`config.mk`:
```
export PLATFORM = sky130hd
export DESIGN_NAME = spi_slave_ctrl
export DESIGN_NICKNAME = d
export VERILOG_FILES = /design/src/rtl/spi_pkg.sv /design/src/rtl/spi_edge_sync.sv /design/src/rtl/spi_slave_ctrl.sv
export SDC_FILE = /design/constraint.sdc
export NUM_CORES = 1
export LEC_CHECK = 0
export CORE_MARGIN = 1
export CORE_UTILIZATION = 45
export DETAILED_ROUTE_END_ITERATION = 6
export GPL_TIMING_DRIVEN = 0
export HOLD_SLACK_MARGIN = 0.06
export MAX_ROUTING_LAYER = met4
export PLACE_DENSITY = 0.69
export SYNTH_ARGS = -nofsm -noshare
export SYNTH_HDL_FRONTEND = slang
export SYNTH_SLANG_ARGS = --single-unit
```
`constraint.sdc`:
```
create_clock -name clk_i -period 4.3 [get_ports clk_i]
set_clock_uncertainty 0.05 [all_clocks]
set_input_delay 0.86 -clock clk_i [delete_from_list [all_inputs] [get_ports clk_i]]
set_output_delay 0.86 -clock clk_i [all_outputs]
set_load 0.1 [all_outputs]
```
`src/rtl/spi_pkg.sv`:
```
// Shared types and mode helpers for the SPI slave controller.
package spi_pkg;

  localparam int unsigned DefaultDataWidth = 16;

  typedef enum logic [1:0] {
    StIdle,
    StShift,
    StDone
  } spi_state_e;

  typedef enum logic [1:0] {
    Mode0,
    Mode1,
    Mode2,
    Mode3
  } spi_mode_e;

  function automatic spi_mode_e to_mode(input logic cpol, input logic cpha);
    return spi_mode_e'({cpol, cpha});
  endfunction

  // Modes 0 and 3 sample MOSI on the rising SCLK edge, modes 1 and 2 on the falling one.
  function automatic logic sample_on_rise(input spi_mode_e mode);
    return (mode == Mode0) || (mode == Mode3);
  endfunction

  function automatic logic shift_on_rise(input spi_mode_e mode);
    return !sample_on_rise(mode);
  endfunction

endpackage

```
`src/rtl/spi_edge_sync.sv`:
```
// Multi-flop pad synchronizer with a history flop for rise/fall pulse detection.
module spi_edge_sync #(
  parameter int unsigned SyncStages = 2,
  parameter logic        ResetVal   = 1'b0
) (
  input  logic clk_i,
  input  logic rstn_i,
  input  logic sig_i,
  output logic level_o,
  output logic rise_o,
  output logic fall_o
);

  logic [SyncStages-1:0] sync_q;
  logic                  hist_q;

  always_ff @(posedge clk_i or negedge rstn_i) begin
    if (!rstn_i) begin
      sync_q <= {SyncStages{ResetVal}};
      hist_q <= ResetVal;
    end else begin
      sync_q <= {sync_q[SyncStages-2:0], sig_i};
      hist_q <= sync_q[SyncStages-1];
    end
  end

  assign level_o = sync_q[SyncStages-1];
  assign rise_o  = sync_q[SyncStages-1] & ~hist_q;
  assign fall_o  = ~sync_q[SyncStages-1] & hist_q;

endmodule

```
`src/rtl/spi_slave_ctrl.sv`:
```
// SPI slave: oversampled pads, one DATA_WIDTH-bit MSB-first frame per SS-low window,
// single-entry transmit buffer and pulsed receive/error status.
module spi_slave_ctrl
  import spi_pkg::*;
#(
  parameter int unsigned DATA_WIDTH   = DefaultDataWidth,
  parameter bit          CLK_POLARITY = 1'b0,
  parameter bit          CLK_PHASE    = 1'b0,
  parameter int unsigned SYNC_STAGES  = 2
) (
  input  logic                  clk_i,
  input  logic                  rstn_i,
  input  logic                  spi_sclk_i,
  input  logic                  spi_ss_i,
  input  logic                  spi_mosi_i,
  output logic                  spi_miso_o,
  output logic                  spi_miso_oe_o,
  input  logic [DATA_WIDTH-1:0] tx_data_i,
  input  logic                  tx_valid_i,
  output logic                  tx_ready_o,
  output logic [DATA_WIDTH-1:0] rx_data_o,
  output logic                  rx_valid_o,
  output logic                  tx_underrun_o,
  output logic                  frame_err_o,
  output logic                  busy_o
);

  localparam spi_mode_e   Mode       = to_mode(CLK_POLARITY, CLK_PHASE);
  localparam bit          SampleRise = sample_on_rise(Mode);
  localparam bit          ShiftRise  = shift_on_rise(Mode);
  localparam int unsigned CntW       = $clog2(DATA_WIDTH + 1);

  logic sclk_rise, sclk_fall, ss_rise, ss_fall, mosi_s;
  logic unused_sclk_level, unused_ss_level;
  logic [1:0] unused_mosi_edges;

  spi_edge_sync #(.SyncStages(SYNC_STAGES), .ResetVal(CLK_POLARITY)) u_sclk_sync (
    .clk_i  (clk_i),
    .rstn_i (rstn_i),
    .sig_i  (spi_sclk_i),
    .level_o(unused_sclk_level),
    .rise_o (sclk_rise),
    .fall_o (sclk_fall)
  );

  spi_edge_sync #(.SyncStages(SYNC_STAGES), .ResetVal(1'b1)) u_ss_sync (
    .clk_i  (clk_i),
    .rstn_i (rstn_i),
    .sig_i  (spi_ss_i),
    .level_o(unused_ss_level),
    .rise_o (ss_rise),
    .fall_o (ss_fall)
  );

  spi_edge_sync #(.SyncStages(SYNC_STAGES), .ResetVal(1'b0)) u_mosi_sync (
    .clk_i  (clk_i),
    .rstn_i (rstn_i),
    .sig_i  (spi_mosi_i),
    .level_o(mosi_s),
    .rise_o (unused_mosi_edges[0]),
    .fall_o (unused_mosi_edges[1])
  );

  logic sample_edge, shift_edge;
  assign sample_edge = SampleRise ? sclk_rise : sclk_fall;
  assign shift_edge  = ShiftRise  ? sclk_rise : sclk_fall;

  spi_state_e            state_q, state_d;
  logic [DATA_WIDTH-1:0] tx_buf_q, tx_buf_d, tx_sr_q, tx_sr_d, load_word;
  logic [DATA_WIDTH-1:0] rx_sr_q, rx_sr_d, rx_data_q, rx_data_d;
  logic [CntW-1:0]       cnt_q, cnt_d;
  logic                  tx_full_q, tx_full_d, miso_q, miso_d;
  logic                  rx_valid_q, rx_valid_d, underrun_q, underrun_d, ferr_q, ferr_d;

  always_comb begin
    state_d    = state_q;
    tx_buf_d   = tx_buf_q;
    tx_full_d  = tx_full_q;
    tx_sr_d    = tx_sr_q;
    rx_sr_d    = rx_sr_q;
    rx_data_d  = rx_data_q;
    cnt_d      = cnt_q;
    miso_d     = miso_q;
    rx_valid_d = 1'b0;
    underrun_d = 1'b0;
    ferr_d     = 1'b0;
    load_word  = tx_full_q ? tx_buf_q : '0;

    if (tx_valid_i && !tx_full_q) begin
      tx_full_d = 1'b1;
      tx_buf_d  = tx_data_i;
    end

    case (state_q)
      StIdle: begin
        if (ss_fall) begin
          state_d    = StShift;
          cnt_d      = '0;
          rx_sr_d    = '0;
          underrun_d = !tx_full_q;
          if (tx_full_q) tx_full_d = 1'b0;
          // With CPHA=0 the MSB must be on the wire before the first sample edge,
          // so it is driven now and the shift register is pre-advanced by one bit.
          if (CLK_PHASE) begin
            tx_sr_d = load_word;
          end else begin
            tx_sr_d = load_word << 1;
            miso_d  = load_word[DATA_WIDTH-1];
          end
        end
      end
      StShift: begin
        if (ss_rise) begin
          ferr_d  = 1'b1;
          state_d = StIdle;
        end else begin
          if (sample_edge) begin
            rx_sr_d = {rx_sr_q[DATA_WIDTH-2:0], mosi_s};
            cnt_d   = cnt_q + CntW'(1);
            if (cnt_d == CntW'(DATA_WIDTH)) begin
              rx_data_d  = rx_sr_d;
              rx_valid_d = 1'b1;
              state_d    = StDone;
            end
          end
          if (shift_edge) begin
            miso_d  = tx_sr_q[DATA_WIDTH-1];
            tx_sr_d = tx_sr_q << 1;
          end
        end
      end
      StDone: begin
        if (ss_rise) state_d = StIdle;
      end
      default: state_d = StIdle;
    endcase
  end

  always_ff @(posedge clk_i or negedge rstn_i) begin
    if (!rstn_i) begin
      state_q    <= StIdle;
      tx_buf_q   <= '0;
      tx_full_q  <= 1'b0;
      tx_sr_q    <= '0;
      rx_sr_q    <= '0;
      rx_data_q  <= '0;
      cnt_q      <= '0;
      miso_q     <= 1'b0;
      rx_valid_q <= 1'b0;
      underrun_q <= 1'b0;
      ferr_q     <= 1'b0;
    end else begin
      state_q    <= state_d;
      tx_buf_q   <= tx_buf_d;
      tx_full_q  <= tx_full_d;
      tx_sr_q    <= tx_sr_d;
      rx_sr_q    <= rx_sr_d;
      rx_data_q  <= rx_data_d;
      cnt_q      <= cnt_d;
      miso_q     <= miso_d;
      rx_valid_q <= rx_valid_d;
      underrun_q <= underrun_d;
      ferr_q     <= ferr_d;
    end
  end

  assign spi_miso_o    = miso_q;
  assign spi_miso_oe_o = (state_q != StIdle);
  assign busy_o        = (state_q != StIdle);
  assign tx_ready_o    = !tx_full_q;
  assign rx_data_o     = rx_data_q;
  assign rx_valid_o    = rx_valid_q;
  assign tx_underrun_o = underrun_q;
  assign frame_err_o   = ferr_q;

endmodule

```
==> impl_metrics.env, run 1 <==
export IMPL_first_global_vias=2225
export IMPL_async_flop_share_pct=100
export IMPL_tightest_slew_ns=0.970
export IMPL_synth_top_family_by_area="multiplexers"
export IMPL_cts_setup_buffers=0
export IMPL_gp_congestion=0.786
export IMPL_status="complete, no violations"
export IMPL_syn_area_um2=3570
export IMPL_crit_fanout=10
export IMPL_vias=2224
export IMPL_drc=0
export IMPL_wl_per_cell_um=13.2
export IMPL_vias_per_cell=4.91
export IMPL_postLayoutCoreUtil_pct=57.2
export IMPL_cts_tree="built"
export IMPL_timing_hold_ws_ns=0.280
export IMPL_die_area_um2=8290
export IMPL_synth_area_per_cell_um2=12.3
export IMPL_dp_hpwl_mm=4.08
export IMPL_fin_crit_sh_pct=79.8
export IMPL_fillers=642
export IMPL_setup_worst_path_class="reg -> out"
export IMPL_synthMuxAreaShare_pct=20.7
export IMPL_seqCellArea_um2=2060
export IMPL_start_util_pct=46.4
export IMPL_min_period_ns=3.43
export IMPL_ys_warn_count=0
export IMPL_yosys_area_share_simple_pct=12.3
export IMPL_synthAdderAreaFrac_pct=0.702
export IMPL_final_cell_mix="dfrtp_1, nand2_1, clkdlybuf4s50_1"
export IMPL_fmax_mhz=291
export IMPL_final_max_slew_viol_count=0
export IMPL_p_leak_nw=2.01
export IMPL_port_buffers=44
export IMPL_yosys_area_share_xor_xnor_pct=0.246
export IMPL_hold_viol=0
export IMPL_fin_nets=370
export IMPL_drive_gt1_share_pct=24.8
export IMPL_ir_drop_mv=0.360
export IMPL_ys_ff_latch=82
export IMPL_synthToLayoutAreaGrowth_pct=23.3
export IMPL_syn_instance_count=290
export IMPL_synth_fp_nets=314
export IMPL_ys_seq_area_share_pct=57.6
export IMPL_multi_input_area_um2=1340
export IMPL_num_rows=32
export IMPL_antenna_found_initial=0
export IMPL_path_clk_slew_ns=0.08
export IMPL_core_area_um2=7690
export IMPL_hold_class="in -> async"
export IMPL_crit_arrival_ns=2.52
export IMPL_cts_max_level=3
export IMPL_slew_headroom_pct=35.2
export IMPL_synth_edff_count=0
export IMPL_drtIter0Drc=82
export IMPL_die_w_um=91.0
export IMPL_worst_setup_path_start_kind="register"
export IMPL_mostFrequentLayoutCell="dfrtp_1"
export IMPL_worst_setup_path_end_kind="primary output"
export IMPL_fp_dieH_um=91.0
export IMPL_cts_root_buffer="clkbuf_8"
export IMPL_grt_usage_pct=16.5
export IMPL_finalWirelength_mm=6.00
export IMPL_cts_hold_fix_buffers=0
export IMPL_grt_pass1_wl_mm=10.3
export IMPL_rsz0062_at_grt="false"
export IMPL_cts_sinks=82
export IMPL_overflow=0
export IMPL_cellPowerDensity_nw_per_um2=530
export IMPL_antenna_left=0
export IMPL_cts_buffer_depth=2
export IMPL_critPathRequiredTime_ns=3.39
export IMPL_diodes=0
export IMPL_firstDrtPassIters=4
export IMPL_clock_latency_ns=0.35
export IMPL_synth_compound_area_share_pct=3.65
export IMPL_grt_max_degree=74
export IMPL_ys_flop_type="dfrtp_1"
export IMPL_drv_cap=0
export IMPL_final_setup_viol_count=0
export IMPL_cts_made_buffers=9
export IMPL_ctsResizeCount=0
export IMPL_synth_cell_types=37
export IMPL_pin_count=45
synth_stat cells (2+ instances only):
master / number / area share (%)
or2_2: 2 / 0.35
mux2_4: 10 / 4.2
ha_1: 2 / 0.70
nand3_1: 19 / 2.7
dfstp_2: 3 / 2.2
nand2_1: 48 / 5.1
inv_1: 21 / 2.2
buf_1: 2 / 0.21
nor2b_1: 4 / 0.70
nand2b_1: 5 / 0.88
a21oi_1: 2 / 0.28
buf_4: 3 / 0.63
clkbuf_1: 2 / 0.21
mux2_2: 38 / 12
mux2i_1: 16 / 4.5
o211ai_1: 2 / 0.42
dfrtp_1: 79 / 55
buf_2: 6 / 0.84
o21ai_0: 3 / 0.42
o2bb2ai_1: 2 / 0.49
nor2_1: 3 / 0.32
a21o_1: 2 / 0.42
buf_6: 2 / 0.63
cell type report:
class / instances / area share [%]
inverters: 21 / 1.79
clock buffers: 12 / 3.76
well taps: 102 / 2.90
plain buffers: 15 / 2.05
repair buffers: 45 / 10.6
flip-flops and latches: 82 / 46.7
clock inverters: 4 / 1.65
multi-input cells: 172 / 30.5
where the power goes:
group	internal (mW)	total, mW	switching [mW]
registers	0.955	1.07	0.113
clock network	0.373	0.639	0.265
logic	0.280	0.624	0.344
metal layers:
layer | global-route usage, % | vias to the layer above | wire (um)
met1 | 21.3 | 1091 | 2820
li1 | - | 1082 | -
met5 | - | - | 0
met3 | 3.60 | 11 | 183
met4 | 9.39 | 0 | 153
met2 | 24.1 | 40 | 2840
kinds of logic (layout without fill, tap and decap cells):
kind of cell,count (synthesis),count (layout)
compound gates,15,15
xor+xnor,1,1
fa+ha+maj,2,2
buf+inv,36,97
flops,82,82
mux,64,64
simple gates,90,90
metrics by stage:
| step | power, mW | std cells | setup WS (ns) | cell area (um2) | setup TNS (ns) |
|---|---|---|---|---|---|
| floorplan | 1.54 | 290 | 2.02 | 3570 | 0 |
| global placement | 1.69 | 436 | -0.534 | 4140 | -41.80 |
| detailed placement | 1.71 | 437 | 1.26 | 4160 | 0 |
| CTS | 2.36 | 453 | 0.863 | 4400 | 0 |
| global route | 2.47 | 453 | 0.734 | 4400 | 0 |
| finish | 2.33 | 453 | 0.869 | 4400 | 0 |
path summary, 6_finish.rpt:
| check | start | to | slack (ns) | depth (start not counted) |
|---|---|---|---|---|
| min | rstn_i | rx_data_o[13] | 0.28 | 1 |
| max reg2reg | cnt_q[0] | rx_data_o[9] | 2.31 | 6 |
| min in group clk_i | u_mosi_sync.sync_q[0] | u_mosi_sync.sync_q[1] | 0.30 | 0 |
| min reg2reg | u_mosi_sync.sync_q[0] | u_mosi_sync.sync_q[1] | 0.30 | 0 |
| max | tx_full_q | tx_ready_o | 0.87 | 4 |
| max in group asynchronous | rstn_i | u_ss_sync.hist_q | 3.32 | 2 |
sequential cells by signal, indices dropped and copies added (netlist names):
name	cells
u_sclk_sync.sync_q	2
frame_err_o	1
u_sclk_sync.hist_q	1
rx_data_o	16
state_q	2
tx_full_q	1
u_mosi_sync.sync_q	2
rx_valid_o	1
u_ss_sync.sync_q	2
rx_sr_q	15
spi_miso_o	1
tx_sr_q	15
tx_buf_q	16
tx_underrun_o	1
u_ss_sync.hist_q	1
cnt_q	5
worst max-delay path, cell delays in order, from the launching register on:
cell             delay, ns
dfrtp_1               0.35
clkbuf_1              0.37
buf_1                 0.40
inv_1                 0.07
clkdlybuf4s50_1       0.97
No activity file was read; power rests on OpenSTA's default activity.
==> run 2, diff against run 1 <==
clock period = 3.6 ns   (was 4.3 ns; I/O delays follow)
==> results of run 2 <==
Same layout as run 1 (identical final DEF). Status: complete, no violations.
Among the figures that moved: setup slack after placement 1.26 ns -> 0.697 ns; setup slack after layout 0.869 ns -> 0.309 ns; hold slack 0.280 ns -> 0.140 ns; register-to-register setup slack 2.31 ns -> 1.61 ns; total power 2.33 mW -> 2.78 mW; worst IR drop on VDD 0.360 mV -> 0.430 mV
==> run 3, diff against run 2 <==
CTS_BUF_LIST = sky130_fd_sc_hd__clkbuf_4 sky130_fd_sc_hd__clkbuf_8   (was unset)
CTS_CLUSTER_SIZE = 20   (was unset)
==> results of run 3 <==
Same layout as run 1 (identical final DEF). Status: complete, no violations.
Among the figures that moved: setup slack after placement 1.26 ns -> 0.697 ns; setup slack after layout 0.869 ns -> 0.309 ns; hold slack 0.280 ns -> 0.140 ns; register-to-register setup slack 2.31 ns -> 1.61 ns; total power 2.33 mW -> 2.78 mW; worst IR drop on VDD 0.360 mV -> 0.430 mV
